### config.mk
export PLATFORM = sky130hd
export DESIGN_NAME = switch_debounce
export DESIGN_NICKNAME = d
export VERILOG_FILES = /design/src/rtl/switch_debounce.sv
export SDC_FILE = /design/constraint.sdc
export NUM_CORES = 1
export LEC_CHECK = 0
export ABC_AREA = 1
export BUFFER_PORTS_ARGS = -buffer_cell sky130_fd_sc_hd__buf_2
export CAP_MARGIN = 20
export CELL_PAD_IN_SITES_DETAIL_PLACEMENT = 0
export CELL_PAD_IN_SITES_GLOBAL_PLACEMENT = 1
export CORE_ASPECT_RATIO = 0.8
export CORE_UTILIZATION = 44
export CTS_CLUSTER_DIAMETER = 60
export CTS_CLUSTER_SIZE = 20
export DETAILED_ROUTE_END_ITERATION = 12
export PLACE_DENSITY_LB_ADDON = 0.1
export SLEW_MARGIN = 5
export SYNTH_ARGS = -nofsm -noshare
export SYNTH_HDL_FRONTEND = slang
export SYNTH_SLANG_ARGS = --single-unit
### constraint.sdc
create_clock -name clk -period 1.99 [get_ports clk]
set_clock_uncertainty 0.15 [all_clocks]
set_input_delay 0 -clock clk [delete_from_list [all_inputs] [get_ports clk]]
set_output_delay 0 -clock clk [all_outputs]
set_load 0.05 [all_outputs]
### src/rtl/switch_debounce.sv
`default_nettype none
// ============================================================================
// Module      : switch_debounce
// Description : Push-button debouncer. The raw switch is brought into the clk
//               domain through a two-flop synchronizer. A four-state FSM with
//               a stability counter accepts a new level only after it has been
//               seen for DEBOUNCE_CYCLES consecutive cycles. Registered
//               one-cycle rise/fall pulses accompany each accepted change.
//
//               Optional feature macro: SWITCH_DEBOUNCE_TOGGLE_EN
//                 defined   -> led is a press-to-toggle register
//                 undefined -> led follows sw_level
//
// Ports       : clk      in   system clock
//               rst_n    in   asynchronous active-low reset
//               sw       in   raw switch level, asynchronous, 1 = pressed
//               sw_level out  debounced switch level
//               sw_rise  out  one-cycle pulse on accepted 0->1
//               sw_fall  out  one-cycle pulse on accepted 1->0
//               led      out  LED drive
// Revision    : 1.0  initial release
// ============================================================================
module switch_debounce #(
    parameter int unsigned DEBOUNCE_CYCLES = 250000
) (
    input  logic clk,
    input  logic rst_n,
    input  logic sw,
    output logic sw_level,
    output logic sw_rise,
    output logic sw_fall,
    output logic led
);

    localparam int unsigned CW = $clog2(DEBOUNCE_CYCLES + 1);
    localparam logic [CW-1:0] C_CNT_ONE  = CW'(1);
    localparam logic [CW-1:0] C_CNT_LAST = CW'(DEBOUNCE_CYCLES - 1);

    typedef enum logic [1:0] {
        STABLE_LO = 2'd0,
        WAIT_HI   = 2'd1,
        STABLE_HI = 2'd2,
        WAIT_LO   = 2'd3
    } state_t;

    logic          r_sync1;
    logic          r_sync2;
    state_t        r_state;
    state_t        w_state_nxt;
    logic [CW-1:0] r_cnt;
    logic [CW-1:0] w_cnt_nxt;
    logic          r_level;
    logic          w_level_nxt;
    logic          r_rise;
    logic          w_rise_nxt;
    logic          r_fall;
    logic          w_fall_nxt;

    // Two-flop synchronizer; r_sync2 is the only view of sw used below.
    always_ff @(posedge clk or negedge rst_n) begin
        if (!rst_n) begin
            r_sync1 <= 1'b0;
            r_sync2 <= 1'b0;
        end else begin
            r_sync1 <= sw;
            r_sync2 <= r_sync1;
        end
    end

    always_ff @(posedge clk or negedge rst_n) begin
        if (!rst_n) begin
            r_state <= STABLE_LO;
            r_cnt   <= '0;
            r_level <= 1'b0;
            r_rise  <= 1'b0;
            r_fall  <= 1'b0;
        end else begin
            r_state <= w_state_nxt;
            r_cnt   <= w_cnt_nxt;
            r_level <= w_level_nxt;
            r_rise  <= w_rise_nxt;
            r_fall  <= w_fall_nxt;
        end
    end

    // The first differing sample already counts as one, so acceptance happens
    // on the edge where the counter reads DEBOUNCE_CYCLES-1 and the sample is
    // still different; the counter therefore never reaches DEBOUNCE_CYCLES.
    always_comb begin
        w_state_nxt = r_state;
        w_cnt_nxt   = r_cnt;
        w_level_nxt = r_level;
        w_rise_nxt  = 1'b0;
        w_fall_nxt  = 1'b0;
        case (r_state)
            STABLE_LO: begin
                if (r_sync2) begin
                    w_state_nxt = WAIT_HI;
                    w_cnt_nxt   = C_CNT_ONE;
                end else begin
                    w_cnt_nxt   = '0;
                end
            end
            WAIT_HI: begin
                if (!r_sync2) begin
                    w_state_nxt = STABLE_LO;
                    w_cnt_nxt   = '0;
                end else if (r_cnt == C_CNT_LAST) begin
                    w_state_nxt = STABLE_HI;
                    w_cnt_nxt   = '0;
                    w_level_nxt = 1'b1;
                    w_rise_nxt  = 1'b1;
                end else begin
                    w_cnt_nxt   = r_cnt + C_CNT_ONE;
                end
            end
            STABLE_HI: begin
                if (!r_sync2) begin
                    w_state_nxt = WAIT_LO;
                    w_cnt_nxt   = C_CNT_ONE;
                end else begin
                    w_cnt_nxt   = '0;
                end
            end
            WAIT_LO: begin
                if (r_sync2) begin
                    w_state_nxt = STABLE_HI;
                    w_cnt_nxt   = '0;
                end else if (r_cnt == C_CNT_LAST) begin
                    w_state_nxt = STABLE_LO;
                    w_cnt_nxt   = '0;
                    w_level_nxt = 1'b0;
                    w_fall_nxt  = 1'b1;
                end else begin
                    w_cnt_nxt   = r_cnt + C_CNT_ONE;
                end
            end
            default: begin
                w_state_nxt = STABLE_LO;
                w_cnt_nxt   = '0;
            end
        endcase
    end

    assign sw_level = r_level;
    assign sw_rise  = r_rise;
    assign sw_fall  = r_fall;

`ifdef SWITCH_DEBOUNCE_TOGGLE_EN
    logic r_led;

    always_ff @(posedge clk or negedge rst_n) begin
        if (!rst_n) begin
            r_led <= 1'b0;
        end else if (r_rise) begin
            r_led <= ~r_led;
        end
    end

    assign led = r_led;
`else
    assign led = r_level;
`endif

endmodule
`default_nettype wire

==> out/results.tsv, run 1 <==
metric	value	unit
Antenna diodes	0	
Async SR Flop Fraction	100	%
HP Class	in2async	
Yosys reg bits	25	
Initial Util	47.4	%
buffer levels on the longest clock path	2	
initial antenna violation count	0	
CTS tree	done	
first-pass GRT wire length	4310	µm
P&R area growth vs syn	9.34	%
dpl hpwl	1890	µm
Die Wd	63.7	µm
number of top-level pins	7	
sw frac	22.3	%
DP Cell Count	210	
Routed Antenna Nets	0	
routability congestion estimate from global placement	0.816	
combinational power share	4.5	%
Max VDD drop	0.000460	V
via count	1025	
max-slew violations	0	
critical path class	reg2reg	
Die H	51.4	µm
fmax	0.601	GHz
Startpoint Class	flip-flop	
syn nets	172	
CTS H-tree depth	1	
Fin. Hold Viols	0	
CTS Buf Count	3	
core area	2830	µm²
dominant synthesized flop cell	dfrtp_1	
TritonRoute pass-1 iters	4	
Clock Latency Late Sink	0.27	ns
DRT iter0 DRCs	54	
Placed Area	1400	µm²
top post-synthesis cells by area	dfrtp_1, nand2_1, nor2_1, inv_1, nand3_1	
final core utilization	51.8	%
full die area	3270	µm²
reg2reg path depth	10	
postcts setup bufs	0	
Worst-path clk slew	0.08	ns
largest net degree at the start of global routing	26	
final setup fails	0	
Slew headroom	62.8	%
part of the power in the clock network	34.9	%
min Tclk post-route	1.66	ns
vias per cell	4.75	
max-cap violations	0	
Yosys warning total	0	
Design Area, Final	1470	µm²
leading area contributor after synthesis	dfrtp_1	
share of layout cells above drive strength 1	14.0	%
cts hold-fix bufs	2	
pre-CTS WS	0.316	ns
vias in the first global route	932	
post-CTS sizing	0	
Total Routed Length	2500	µm
syn avg cell area	7.98	µm²
final setup TNS	0	ns
Root Driver	clkbuf_8	
crit end category	flip-flop	
sequential-to-total area share from yosys stat	46.7	%
clock sinks	25	
mapped cell area	1340	µm²
Max FO, Critical Path	17	
Layout Cells excl Fill	216	
Final nets	183	
worst setup margin	0.325	ns
fin crit share	83.7	%
Cell variety after synth	23	
Leak Pwr	0.635	nW
CP arrival	1.68	ns
top post-synthesis cells by count	nand2_1, nor2_1, dfrtp_1	
I/O Buffers	6	
RSZ-0062 raised after global routing	no	
drt wl/cell	11.6	µm
row count	17	
Total GRT Usage	18.3	%
Post-synth EDFFs	0	
status	finished clean	
Power Internal	666	µW
total global routing overflow	0	
Cells after Synth	168	
Slew @ Worst Pin	0.558	ns
Psw	191	µW
Pwr Density	585	nW/µm²
area fraction of the dominant cell type after synthesis	46.7	%
worst endpoint required time	2.01	ns
power share of the sequential group	60.6	%
DRC viols	0	
[metrics by stage]
stage | hold slack, ns | total power, mW
4_1_cts | 0.106 | 0.877
6_report | 0.0916 | 0.857
3_5_place_dp | -0.129 | 0.566
2_1_floorplan | -0.446 | 0.550
3_3_place_gp | -0.129 | 0.565
5_1_grt | 0.139 | 0.891
[critical path, stage by stage, from the launching register on]
cell     delay, ns
dfrtp_1       0.39
ha_1          0.19
nand2_2       0.09
nor2_4        0.11
inv_1         0.06
nor2_2        0.11
nand2_1       0.12
nand2_4       0.19
inv_1         0.06
nand2_1       0.06
nor2_1        0.04
[cell type report]
cell class | instances | area [µm²]
clock buffers | 3 | 41.3
repair buffers | 8 | 50.0
flip-flops and latches | 25 | 626
inverters | 20 | 75.1
multi-input cells | 121 | 621
well taps | 38 | 47.5
clock inverters | 1 | 5.00
fillers | 281 | 1360
[per-layer routing]
| layer | GRT usage (%) | vias to the layer above | part of all wire, % |
|---|---|---|---|
| met5 | 0 | - | 0 |
| met4 | 11.4 | 0 | 2.5 |
| met3 | 4.02 | 5 | 2.8 |
| met2 | 25.5 | 17 | 41 |
| met1 | 25.5 | 460 | 54 |
| li1 | - | 543 | - |
[flip-flops by register name (all words and copies together) (netlist names), named ones only]
register,flops
sw_fall,1
led,1
r_state,1
r_cnt,18
r_sync2,1
r_sync1,1
sw_rise,1
[power by group through the flow]
stage               clock, mW  sequential [mW]  combinational, mW
floorplan                   0            0.528             0.0219
global placement            0            0.529             0.0362
detailed placement          0            0.529             0.0373
CTS                     0.318            0.519             0.0406
global route            0.326            0.520             0.0454
finish                  0.299            0.519             0.0387
[logic make-up (layout without fill, tap and decap cells)]
kind of cell	Yosys count	after routing	share of synthesized area (%)
fa+ha+maj	1	1	0.934
xor+xnor	8	8	5.23
flops	25	25	46.7
simple gates	108	108	38.5
buf+inv	22	32	7.00
compound gates	4	4	1.68
[cell usage in the layout, fill, tap and decap left out, drive strengths merged]
| cell | count |
|---|---|
| dfrtp | 25 |
| nor2 | 44 |
| a21oi | 2 |
| xor2 | 6 |
| buf | 6 |
| inv | 19 |
| nor3b | 1 |
| nand4 | 4 |
| dlygate4sd3 | 2 |
| o21bai | 1 |
| ha | 1 |
| xnor2 | 2 |
| o21ai | 1 |
| nand2 | 41 |
| clkbuf | 3 |
| nand3 | 13 |
| clkinv | 2 |
| nor3 | 5 |
[path summary, 6_finish.rpt]
path	slack, ns	endpoint	from
min	0.09	r_cnt[14]$_DFF_PN0_	rst_n
max reg2reg	0.33	r_cnt[17]$_DFF_PN0_	r_cnt[0]$_DFF_PN0_
max in group asynchronous	1.23	r_cnt[2]$_DFF_PN0_	rst_n
min reg2reg	0.20	r_sync2$_DFF_PN0_	r_sync1$_DFF_PN0_
min in group clk	0.20	r_sync2$_DFF_PN0_	r_sync1$_DFF_PN0_
max	0.33	r_cnt[17]$_DFF_PN0_	r_cnt[0]$_DFF_PN0_
Power figures use the tool's default switching activity.
==> inputs of run 2 (changes only) <==
CORE_UTILIZATION = 40   (was 44)
clock period = 1.35 ns   (was 1.99 ns; I/O delays follow)
==> out/results.tsv, run 2 (synthesis results as in run 1) <==
metric	value	unit	change
Startpoint Class	flip-flop		
Worst Path Buf+Inv	2		unchanged
Largest register FFs	18		unchanged
worst setup margin	-0.144	ns	-0.469 ns
slowest CP cell	dfrtp_1		
CP arrival	1.54	ns	-0.14 ns
status	finished, violations left		
vias per cell	4.59		-3.3%
most common cell after layout, fill and taps aside	buf_4		
Pwr Density	686	nW/µm²	+17%
full die area	3590	µm²	+9.6%
Slew headroom	62.7	%	-0.12 points
buffer levels on the longest clock path	2		unchanged
final core utilization	60.7	%	+8.9 points
reg2reg end	r_cnt[2]$_DFF_PN0_		
critical path class	reg2reg		
Leak Pwr	0.879	nW	+38%
Max stage delay on crit path	0.42	ns	+0.03 ns
Die H	53.8	µm	+4.7%
RSZ-0062 raised after global routing	yes		
DRC viols	0		unchanged
I/O Buffers	6		unchanged
fmax	0.669	GHz	+11%
max-slew violations	0		unchanged
HP Class	in2async		
via count	1179		+15%
largest net degree at the start of global routing	26		unchanged
first-pass GRT wire length	4730	µm	+9.8%
max-cap violations	0		unchanged
vias in the first global route	1074		+15%
Max VDD drop	0.000647	V	+41%
pre-CTS WS	-0.218	ns	-0.534 ns
min Tclk post-route	1.49	ns	-0.171 ns
flop-to-flop setup slack	-0.14	ns	-0.47 ns
clock sinks	25		unchanged
core area	3130	µm²	+11%
routability congestion estimate from global placement	0.812		-0.48%
Root Driver	clkbuf_8		
crit-path cells	ha_4 > nand2_4 > nor2_4 > inv_2 > nor2_4 > nand2_2 > nand2_4 > buf_12 > nor3b_2		
final setup fails	23		+23
Initial Util	42.8	%	-4.6 points
DRT iter0 DRCs	52		-3.7%
row count	18		+1
Worst-path clk slew	0.09	ns	about the same
Die Wd	66.7	µm	+4.7%
DP Cell Count	249		+19%
failing checks	negative setup slack		
most frequent cells in the layout	buf_4, nand2_1, nor2_1		
dpl hpwl	2170	µm	+15%
fin crit share	111	%	+27 points
Antenna diodes	0		unchanged
share of layout cells above drive strength 1	40.1	%	+26 points
# fillers	278		-1.1%
Fin. Hold Viols	0		unchanged
Final nets	222		+21%
Total GRT Usage	18.4	%	+0.14 points
CTS Buf Count	3		unchanged
initial antenna violation count	0		unchanged
reg2reg path depth	9		-1
Max FO, Critical Path	9		-8
Layout Cells excl Fill	257		+19%
Slew @ Worst Pin	0.560	ns	+0.00174 ns
crit end category	flip-flop		
drt wl/cell	11.4	µm	-1.3%
Clock Latency Late Sink	0.27	ns	about the same
number of top-level pins	7		unchanged
TritonRoute pass-1 iters	4		unchanged
total global routing overflow	0		unchanged
P&R area growth vs syn	41.7	%	
Hold Worst Slack	0.0963	ns	+0.00468 ns
worst endpoint required time	1.39	ns	-0.62 ns
CTS tree	done		
Routed Antenna Nets	0		unchanged
Largest Register	r_cnt		
CTS H-tree depth	1		unchanged
Worst R2R Start	r_cnt[1]$_DFF_PN0_		
CP delay by family, top	simple AND/OR/NAND/NOR gates		
Total Routed Length	2940	µm	+17%
-- run 2: cell types whose count changed in the layout (fill, tap and decap cells not counted), sizes merged --
cell,before,now
clkbuf,3,4
buf,6,45
clkinv,2,1
-- run 2: per-stage QoR --
stage | power [mW] | area, µm² | setup TNS [ns]
after floorplan | 0.811 | 1350 | -2.08
after CTS | 1.31 | 1800 | -3.43
after global routing | 1.36 | 1900 | -4.51
after global placement | 0.862 | 1700 | -2.41
final | 1.30 | 1900 | -2.30
after detailed placement | 0.864 | 1700 | -3.57
-- run 2: how the worst max path moves through the flow --
stage          slack [ns]                      to                from  cells past startpoint
2_1_floorplan       -0.16      r_cnt[4]$_DFF_PN0_  r_cnt[0]$_DFF_PN0_                      9
3_3_place_gp        -0.15  r_state[0]$_DFFE_PN0P_  r_cnt[0]$_DFF_PN0_                      9
3_5_place_dp        -0.22      r_cnt[2]$_DFF_PN0_  r_cnt[1]$_DFF_PN0_                      9
4_1_cts             -0.17     r_cnt[16]$_DFF_PN0_  r_cnt[0]$_DFF_PN0_                      8
5_1_grt             -0.22  r_state[0]$_DFFE_PN0P_  r_cnt[6]$_DFF_PN0_                      8
6_report            -0.14      r_cnt[2]$_DFF_PN0_  r_cnt[1]$_DFF_PN0_                      9
-- run 2: area by class of cell --
cell class              count  area [µm²]  area share (%)
well taps                  40        50.0            2.64
flip-flops and latches     25         626            32.9
repair buffers             47         363            19.1
clock buffers               4        45.0            2.37
multi-input cells         121         741            39.0
inverters                  20        75.1            3.95
-- run 2: power breakdown --
group / internal [mW] / total, mW / switching, mW
Combinational: 0.0446 / 0.0981 / 0.0535
Sequential: 0.757 / 0.765 / 0.00779
Clock: 0.211 / 0.441 / 0.230
-- run 2: worst reg2reg max path, cell delays in order (launching register included) --
cell and delay, ns:
dfrtp_1 0.42, ha_4 0.19, nand2_4 0.08, nor2_4 0.04
inv_2 0.06, nor2_4 0.03, nand2_2 0.08, nand2_4 0.08
buf_12 0.15, nor3b_2 0.14
-- run 2: repair_timing --
action,4_1_cts,5_1_grt
hold buffers,2,0
gates resized for setup,5,24
hold endpoints to repair,26,0
setup buffers,1,1
cloned,0,0
pin swaps,3,9
setup endpoints to repair,23,23
-- run 2: routing by layer --
layer	track usage, %	vias up	share of wire [%]
met3	4.03	6	2.8
met5	0	-	0
met1	25.8	538	49
met2	27.4	15	46
met4	7.45	0	1.9
li1	-	620	-
==> inputs of run 3 (changes only) <==
CORE_UTILIZATION = 48   (was 40)
clock period = 1.72 ns   (was 1.35 ns; I/O delays follow)
==> out/results.tsv, run 3 (synthesis results as in run 1) <==
metric	value	unit	change
CP arrival	1.67	ns	+0.13 ns
sw frac	22.1	%	-0.25 points
CTS H-tree depth	1		unchanged
crit end category	flip-flop		
CTS Buf Count	3		unchanged
Startpoint Class	flip-flop		
Worst Path Buf+Inv	2		unchanged
Antenna diodes	0		unchanged
Slew headroom	62.8	%	+0.16 points
Total Routed Length	2440	µm	-17%
P&R area growth vs syn	12.9	%	
vias per cell	4.80		+4.6%
Pwr Density	602	nW/µm²	-12%
share of layout cells above drive strength 1	16.9	%	-23 points
pre-CTS WS	0.0153	ns	+0.234 ns
routability congestion estimate from global placement	0.764		-6.0%
Die Wd	61.1	µm	-8.4%
buffer levels on the longest clock path	2		unchanged
Power Internal	710	µW	-30%
most common cell after layout, fill and taps aside	nor2_1		
Max VDD drop	0.000566	V	-12%
largest net degree at the start of global routing	26		unchanged
Total GRT Usage	19.6	%	+1.2 points
vias in the first global route	996		-7.3%
crit-path cells	ha_1 > nand2_2 > nor2_4 > inv_1 > nor2_2 > nand2_2 > nand2_4 > buf_12 > nor2_1		
I/O Buffers	6		unchanged
Leak Pwr	0.664	nW	-24%
via count	1051		-11%
full die area	3010	µm²	-16%
final setup fails	0		-100%
fin crit share	93.6	%	-17 points
Routed Antenna Nets	0		unchanged
part of the power in the clock network	27.7	%	-6.1 points
HP Class	in2async		
Clock Latency Late Sink	0.31	ns	+0.04 ns
initial antenna violation count	0		unchanged
CP delay by family, top	simple AND/OR/NAND/NOR gates		
slowest CP cell	dfrtp_1		
CTS tree	done		
Root Driver	clkbuf_4		
Fin. Hold Viols	0		unchanged
Hold Worst Slack	0.0359	ns	-0.0604 ns
max-cap violations	0		unchanged
DRC viols	0		unchanged
register area	626	µm²	unchanged
fmax	0.621	GHz	-7.2%
Max stage delay on crit path	0.37	ns	-0.05 ns
min Tclk post-route	1.61	ns	+0.117 ns
core area	2540	µm²	-19%
Final nets	188		-15%
final setup TNS	0	ns	+2.30 ns
critical path class	reg2reg		
power share of the sequential group	65.9	%	+7.2 points
most frequent cells in the layout	nor2_1, nand2_1, dfrtp_1		
final core utilization	59.5	%	-1.2 points
number of top-level pins	7		unchanged
Max FO, Critical Path	8		-1
clock sinks	25		unchanged
total global routing overflow	0		unchanged
# fillers	245		-12%
dpl hpwl	1890	µm	-13%
Largest register FFs	18		unchanged
row count	16		-2
max-slew violations	0		unchanged
worst endpoint required time	1.78	ns	+0.39 ns
Die H	49.3	µm	-8.4%
TritonRoute pass-1 iters	4		unchanged
Slew @ Worst Pin	0.557	ns	-0.00235 ns
Initial Util	52.7	%	+9.9 points
first-pass GRT wire length	4370	µm	-7.6%
worst setup margin	0.110	ns	+0.253 ns
Top cell by count, worst path	nand2_2		
Psw	201	µW	-31%
Worst-path clk slew	0.13	ns	+0.04 ns
combinational power share	6.4	%	-1.1 points
footprint of the multi-input gates	628	µm²	-15%
status	finished clean		
DRT iter0 DRCs	50		-3.8%
drt wl/cell	11.1	µm	-2.8%
Largest Register	r_cnt		
run 3: changes by cell type in the layout (fill, tap and decap cells not counted), sizes merged:
cell | before | now
buf | 45 | 11
run 3: power by group through the flow:
stage                     Combinational, mW  Sequential, mW  Clock [mW]
after floorplan                      0.0254           0.611           0
after global placement               0.0416           0.612           0
after CTS                            0.0564           0.601       0.268
after detailed placement             0.0425           0.613           0
final                                0.0587           0.600       0.252
after global routing                 0.0670           0.602       0.289
run 3: cell type report:
cell class                 instances  share of cell area [%]
timing repair buffer              13                    7.44
inverter                          20                    4.96
sequential                        25                    41.4
clock buffer                       4                    1.74
multi-input combinational        121                    41.5
tap                               36                    2.98
run 3: path summary, 6_finish.rpt:
check	startpoint	slack, ns	to	cells after the start
setup / recovery	r_cnt[0]$_DFF_PN0_	0.11	r_cnt[6]$_DFF_PN0_	9
hold / removal	rst_n	0.04	r_cnt[12]$_DFF_PN0_	2
setup reg to reg	r_cnt[0]$_DFF_PN0_	0.11	r_cnt[6]$_DFF_PN0_	9
hold reg to reg	r_sync1$_DFF_PN0_	0.23	r_sync2$_DFF_PN0_	0
max in group asynchronous	rst_n	1.00	r_cnt[4]$_DFF_PN0_	2
min in group clk	sw	0.18	r_sync1$_DFF_PN0_	2
run 3: layer usage:
layer	global-route usage (%)	vias to the layer above	wire, µm
li1	-	550	-
met1	29.0	483	1280
met2	29.2	16	1050
met3	5.57	2	94
met4	2.27	0	10
met5	0	-	0
run 3: timing repair:
| action | CTS | global route |
|---|---|---|
| pin swaps | 1 | 1 |
| resized for setup | 0 | 2 |
| cloned | 0 | 0 |
| hold buffers | 2 | 0 |
| endpoints found under the hold margin | 26 | 0 |
| buffers inserted | 2 | 1 |
| endpoints found under the setup margin | 1 | 16 |
run 3: stage by stage:
stage | cells | power (mW) | area (µm²)
6_report | 219 | 0.911 | 1510
5_1_grt | 219 | 0.957 | 1510
4_1_cts | 218 | 0.926 | 1500
3_5_place_dp | 210 | 0.655 | 1410
3_3_place_gp | 210 | 0.653 | 1410
2_1_floorplan | 168 | 0.636 | 1340
